## config.mk

```make
export PLATFORM = sky130hd
export DESIGN_NAME = alarm_mode_ctrl
export DESIGN_NICKNAME = d
export VERILOG_FILES = /design/src/rtl/alarm_mode_ctrl.sv
export SDC_FILE = /design/constraint.sdc
export NUM_CORES = 1
export LEC_CHECK = 0
export CAP_MARGIN = 15
export CORE_MARGIN = 5
export CORE_UTILIZATION = 53
export CTS_CLUSTER_SIZE = 20
export DETAILED_ROUTE_END_ITERATION = 10
export MAX_ROUTING_LAYER = met4
export PLACE_DENSITY = 0.84
export SYNTH_ARGS = -nofsm -noshare
export SYNTH_HDL_FRONTEND = slang
export SYNTH_SLANG_ARGS = --single-unit
```

## constraint.sdc

```tcl
create_clock -name clk -period 3.2 [get_ports clk]
set_input_delay 0.32 -clock clk [delete_from_list [all_inputs] [get_ports clk]]
set_output_delay 0.32 -clock clk [all_outputs]
set_load 0.02 [all_outputs]
```

## src/rtl/alarm_mode_ctrl.sv

```systemverilog
`default_nettype none
// +----------------------------------------------------------------------------+
// | alarm_mode_ctrl: SET/CLOCK/RING/SNOOZE mode controller for a multi-alarm   |
// | clock. Optional SET inactivity timeout under `SET_TIMEOUT_EN.              |
// | Revision: 1.0                                                              |
// +----------------------------------------------------------------------------+
module alarm_mode_ctrl #(
  parameter int NUM_ALARMS   = 2,
  parameter int SNOOZE_SECS  = 300,
  parameter int SNOOZE_LIMIT = 3,
  parameter int RING_SECS    = 60,
  parameter int IDLE_SECS    = 30,
  localparam int c_FIELDS    = 2 + 2 * NUM_ALARMS,
  localparam int c_IDW       = ($clog2(NUM_ALARMS) < 1) ? 1 : $clog2(NUM_ALARMS),
  localparam int c_SCW       = $clog2(SNOOZE_LIMIT + 1) + 1
) (
  input  logic                  clk,
  input  logic                  rst,
  input  logic                  tick_1hz,
  input  logic                  up,
  input  logic                  down,
  input  logic                  left,
  input  logic                  right,
  input  logic                  center,
  input  logic [5:0]            secs,
  input  logic [NUM_ALARMS-1:0] alarm_match,
  input  logic [NUM_ALARMS-1:0] alarm_armed,
  output logic                  adjust,
  output logic [c_FIELDS-1:0]   field_en,
  output logic                  ringing,
  output logic [c_IDW-1:0]      ring_id,
  output logic                  snoozing,
  output logic [c_SCW-1:0]      snooze_cnt
);

  localparam int c_FW   = $clog2(c_FIELDS);
  localparam int c_TMAX = (SNOOZE_SECS > RING_SECS) ?
                          ((SNOOZE_SECS > IDLE_SECS) ? SNOOZE_SECS : IDLE_SECS) :
                          ((RING_SECS > IDLE_SECS) ? RING_SECS : IDLE_SECS);
  localparam int c_TW   = $clog2(c_TMAX + 1);

  typedef enum logic [2:0] {
    S_SET    = 3'd0,
    S_CLOCK  = 3'd1,
    S_RING   = 3'd2,
    S_SNOOZE = 3'd3
  } state_t;

  state_t            r_state;
  logic [c_FW-1:0]   r_field;
  logic [c_IDW-1:0]  r_ring_id;
  logic [c_SCW-1:0]  r_snooze_cnt;
  logic [c_TW-1:0]   r_timer;
  logic              r_fired;

  logic w_nav;
  logic w_fire;
  logic w_ring_expire;
  logic w_snooze_expire;

  function automatic logic [c_IDW-1:0] f_lowest(input logic [NUM_ALARMS-1:0] v);
    f_lowest = '0;
    for (int k = NUM_ALARMS - 1; k >= 0; k--)
      if (v[k]) f_lowest = c_IDW'(k);
  endfunction

  assign w_nav           = up | down | left | right;
  // r_fired blocks a second ring within the same secs==0 window
  assign w_fire          = (secs == 6'd0) && (|(alarm_match & alarm_armed)) && !r_fired;
  assign w_ring_expire   = tick_1hz && (r_timer == c_TW'(RING_SECS - 1));
  assign w_snooze_expire = tick_1hz && (r_timer == c_TW'(SNOOZE_SECS - 1));

  always_ff @(posedge clk or posedge rst) begin
    if (rst) begin
      r_state      <= S_SET;
      r_field      <= '0;
      r_ring_id    <= '0;
      r_snooze_cnt <= '0;
      r_timer      <= '0;
      r_fired      <= 1'b0;
    end else begin
      if (secs != 6'd0) r_fired <= 1'b0;
      case (r_state)
        S_SET: begin
          if (right) begin
            r_field <= (r_field == c_FW'(c_FIELDS - 1)) ? '0 : r_field + c_FW'(1);
            r_timer <= '0;
          end else if (left) begin
            r_field <= (r_field == '0) ? c_FW'(c_FIELDS - 1) : r_field - c_FW'(1);
            r_timer <= '0;
          end else if (center) begin
            r_state <= S_CLOCK;
            r_timer <= '0;
          end
`ifdef SET_TIMEOUT_EN
          else if (up || down) begin
            r_timer <= '0;
          end else if (tick_1hz) begin
            if (r_timer == c_TW'(IDLE_SECS - 1)) begin
              r_state <= S_CLOCK;
              r_timer <= '0;
            end else begin
              r_timer <= r_timer + c_TW'(1);
            end
          end
`endif
        end
        S_CLOCK: begin
          if (w_fire) begin
            r_state      <= S_RING;
            r_ring_id    <= f_lowest(alarm_match & alarm_armed);
            r_snooze_cnt <= '0;
            r_timer      <= '0;
            r_fired      <= 1'b1;
          end else if (center) begin
            r_state <= S_SET;
            r_field <= '0;
            r_timer <= '0;
          end
        end
        S_RING: begin
          if (w_nav) begin
            r_state <= S_CLOCK;
            r_timer <= '0;
          end else if (center || w_ring_expire) begin
            r_timer <= '0;
            if (r_snooze_cnt < c_SCW'(SNOOZE_LIMIT)) begin
              r_state      <= S_SNOOZE;
              r_snooze_cnt <= r_snooze_cnt + c_SCW'(1);
            end else begin
              r_state <= S_CLOCK;
            end
          end else if (tick_1hz) begin
            r_timer <= r_timer + c_TW'(1);
          end
        end
        S_SNOOZE: begin
          if (w_nav || center) begin
            r_state      <= S_CLOCK;
            r_snooze_cnt <= '0;
            r_timer      <= '0;
          end else if (w_snooze_expire) begin
            r_state <= S_RING;
            r_timer <= '0;
          end else if (tick_1hz) begin
            r_timer <= r_timer + c_TW'(1);
          end
        end
        default: begin
          r_state <= S_SET;
          r_field <= '0;
          r_timer <= '0;
        end
      endcase
    end
  end

  assign adjust     = (r_state == S_SET);
  assign field_en   = adjust ? (c_FIELDS'(1) << r_field) : '0;
  assign ringing    = (r_state == S_RING);
  assign snoozing   = (r_state == S_SNOOZE);
  assign ring_id    = r_ring_id;
  assign snooze_cnt = r_snooze_cnt;

endmodule
`default_nettype wire

```

## After elaboration in Yosys (flattened, before gate mapping)

Cells that the tools add are included.

- Flip-flop bits (word level): 20
- Bits in latches: 0
- Bits in writable memories: 0
- Memory bits (read-only): 0
- Input bits: 18
- Output and inout port bits: 13
- Word-level logic and storage cells: 94
- Memories: 0

- Add/subtract/negate cells: 4
- Multipliers: 0
- Divide/modulo/power cells: 0
- $lt $le $gt $ge: 1
- Equal/unequal tests: 20
- Shift-type cells: 1
- Muxes and demuxes: 39
- Bitwise logic cells: 5
- Reductions and logical operators: 18

Operators by type and width:

| operator | number |
|---|---|
| $mux W9 | 9 |
| $mux W3 | 19 |
| $pmux W9 S4 | 1 |
| $pmux W3 S3 | 2 |
| $ne A2 B2 Y1 const B | 7 |
| $pmux W3 S4 | 1 |
| $reduce_and A6 Y1 | 2 |
| $add A9 B1 Y9 const B | 1 |
| $eq A9 B6 Y1 const B | 1 |
| $eq A9 B9 Y1 const B | 1 |
| $add A3 B1 Y3 const B | 2 |
| $eq A3 B2 Y1 const B | 2 |
| $logic_not A3 Y1 | 2 |
| $logic_not A6 Y1 | 1 |
| $mux W6 | 1 |
| $ne A2 B1 Y1 const B | 3 |
| $ne A3 B1 Y1 const B | 2 |
| $ne A3 B3 Y1 const B | 2 |
| $reduce_bool A6 Y1 | 1 |
| $shl A1 B3 Y6 const A | 1 |
| $mux W1 | 5 |
| $logic_and A1 B1 Y1 | 4 |
| $reduce_and A4 Y1 | 1 |
| $reduce_or A2 Y1 | 2 |
| other kinds (12) | 15 |

## Longest topological paths before layout

- Word-level depth: 6
- Depth in mapped cells: 7
- Gate-level depth less buffers: 6

## Worst setup path after synthesis

No wires, ideal clock.

- Path kind: reg-to-output
- Start: reg r_state[1]
- End: out field_en[2]
- Data arrival time: 1523 ps
- Data required time: 2880 ps
- Setup slack: 1357 ps
- Cell stages (with the launch flop): 4
- Buffers on the path: 1
- Path through: dfrtp_1 clkbuf_1 or2_2 nor4_1

- Longest elaborated chain between the ends: 2

RTL lines:

| element | RTL line | source |
|---|---|---|
| start, declared | 49 | `state_t r_state;` |
| start signal, assigned | 75 | `r_state <= S_SET;` |
| start signal, assigned | 92 | `r_state <= S_CLOCK;` |
| start signal, assigned | 110 | `r_state <= S_RING;` |
| $logic_not A3 Y1 | 158 | `assign adjust = (r_state == S_SET);` |
| $mux W6 | 159 | `assign field_en = adjust ? (c_FIELDS'(1) << r_field) : '0;` |
| end, declared | 29 | `output logic [c_FIELDS-1:0] field_en,` |

No other way between the ends.

## Worst setup path in the final report

- Start: reg r_state[0]
- End: out field_en[5]

Same word-level chain as after synthesis.

==> impl_metrics.yaml <==
timing:
  maxSlewViolCount: 0
  setup_tns_ns: 0
  rsz0062_at_grt: "no"
  fmax_mhz: 397
  timing.final.crit_share_pct: 78.8
  finClkSkew_ns: 0.0102
  hold_ws_ns: 0.442
  setup_viol: 0
  hold_violations: 0
  layout_min_cycle_time_ns: 2.52
  maxSlewHeadroom_pct: 48.0
  worst_pin_slew_ns: 0.779
grt:
  grt_pass1_wl_um: 5250
  antenna_found_initial: 0
  grt_pass1_vias: 1232
  overflow: 0
  grt_start_max_net_pins: 20
  grt_util_all_layers_pct: 19.3
power:
  p_comb_share_pct: 38.4
  power_density_mw_per_mm2: 399
  p_int_uw: 430
  p_leak_nw: 0.714
  seq_power_share_pct: 43.7
  ir_drop_uv: 343
  swShare_pct: 35.3
  p_sw_uw: 235
  p_clk_share_pct: 17.8
yosys:
  syn_area_per_cell_um2: 8.49
  synth_edf_count: 0
  yosys-top-cells-count: "dfrtp_1, nand2_1, nor2_1, inv_1, a21oi_1"
  synth_most_common_cell: "dfrtp_1"
  synth_top_area_share_pct: 35.9
  netlist_instances: 156
  ys_types: 46
  seq_area_frac_synth_pct: 35.9
  synth.area.top_cells: "dfrtp_1, ha_1, nand2_1, nor2_1, a21oi_1"
  ys.flop_type: "dfrtp_1"
  synth_area_mm2: 0.00133
  yosysTopAreaCell: "dfrtp_1"
  synth_warnings: 0
  ys_ff_latch: 19
  synth_nets: 180
  async_flop_share_pct: 100
critical_path:
  cp_max_fo: 17
  r2r_cells: 5
  required_ns: 2.88
  slowest_delay_ns: 0.60
  path_cells: "or2_2 > inv_1 > and4_1 > clkdlybuf4s50_1"
  end_kind: "primary output"
  worstPathArrival_ns: 2.20
  rr_startpoint: "r_state[0]"
  r2r_slack_ns: 1.03
  rr_endpoint: "r_timer[2]"
  critPathLaunchType: "register"
  cp_top_family: "buffers and inverters"
  slowest_stage: "clkdlybuf4s50_1"
  cp_num_buf_inv: 2
  crit_type: "reg -> out"
routing:
  drt-initial-drc-count: 57
  dr_total_vias: 1270
  dr.pass1.iters: 4
  postRouteAntennaNets: 0
  vias_per_cell: 5.88
  totalWireLength_um: 3110
  wire_per_inst_um: 14.4
  drc: 0
floorplan:
  die_x_um: 60
  num_rows: 18
  pin_count: 31
  fp.coreArea_mm2: 0.00243
  die_h_um: 60
  die_area_mm2: 0.00360
  start_util_pct: 54.5
clock_network:
  insertion_delay_ns: 0.29
  ctsResizeCount: 0
  post_cts_buffers: 0
  cts_inserted_buffers: 3
  cts_root_buf: "clkbuf_4"
  cts_hold_buf: 0
  htreeDepth: 1
  clk_path_buf_depth: 2
  path_clk_slew_ns: 0.11
  clock-sinks: 19
  cts_tree: "done"
flow_run:
  maxCapViolations: 0
placed_design:
  port_buffers: 30
  gp_congestion: 0.926
  dp.final_hpwl_um: 2370
min_path:
  hold_class: "in -> async"
layout:
  layout.nets: 211
  syn2layout_area_growth_pct: 25.9
  antennaDiodeCount: 0
  drive_gt1_share_pct: 5.91
outcome:
  status: "finished clean"
## how the worst max path moves through the flow
stage	start	endpoint	depth (start not counted)
after CTS	r_state[0]	field_en[5]	4
after global placement	alarm_match[0]	r_timer[2]	6
final	r_state[0]	field_en[5]	4
after floorplan	r_state[1]	field_en[2]	3
after detailed placement	alarm_match[0]	r_timer[7]	6
after global routing	r_state[0]	field_en[5]	4
## state kept, by name, indices dropped and copies added (netlist names)
name,count
r_timer,9
r_field,3
snooze_cnt,3
r_state,2
r_fired,1
ring_id,1
## worst reg2reg max path: cells and delay by family, from the launching register on
| family | cells | cell delay [ns] |
|---|---|---|
| and+or+nand+nor | 2 | 0.92 |
| AOI/OAI and AO/OA | 3 | 0.60 |
| DFF | 1 | 0.57 |
## cell usage in the layout, fill, tap and decap left out, drive strengths merged, types with 6 or more instances in the layout
| master | count |
|---|---|
| a21oi | 9 |
| clkdlybuf4s50 | 30 |
| dfrtp | 19 |
| ha | 6 |
| inv | 11 |
| nand2 | 14 |
| nor2 | 14 |
| o21ai | 13 |
| or3 | 7 |
## routing by layer
layer	vias to the layer above	global-route usage, %	wire [µm]
met5	-	-	0
met4	0	6.65	50
met3	7	4.10	152
met2	36	31.3	1600
met1	604	23.6	1310
li1	623	-	-
## stage by stage
stage / total power, mW / setup slack, ns / area [µm²] / util (%) / cells
finish: 0.665 / 0.680 / 1670 / 68.6 / 216
global route: 0.723 / 0.541 / 1670 / 68.6 / 216
CTS: 0.671 / 0.670 / 1670 / 68.6 / 216
detailed placement: 0.551 / 0.804 / 1640 / 67.5 / 212
global placement: 0.542 / 0.915 / 1640 / 67.5 / 212
floorplan: 0.447 / 1.36 / 1330 / - / 156
## cell families (layout without fill, tap and decap cells)
family	after synthesis	after routing	synth area share [%]
flops	19	19	35.9
fa+ha+maj	6	6	5.67
mux	1	1	0.850
buf+inv	16	46	5.29
compound gates	40	40	19.7
xor+xnor	2	2	1.32
simple gates	72	72	31.3
## cell type report
| cell class | count | area [µm²] |
|---|---|---|
| timing repair buffer | 31 | 308 |
| inverter | 11 | 41.3 |
| fill | 208 | 764 |
| clock buffer | 4 | 26.3 |
| sequential | 19 | 475 |
| multi-input combinational | 121 | 779 |
| tap | 30 | 37.5 |
## power groups by stage
stage               clock [mW]  sequential (mW)  combinational [mW]
floorplan                    0            0.275               0.172
global placement             0            0.292               0.250
detailed placement           0            0.295               0.257
CTS                      0.124            0.290               0.258
global route             0.141            0.295               0.287
finish                   0.119            0.291               0.255
Note: power is estimated with default switching activity, not from simulation.
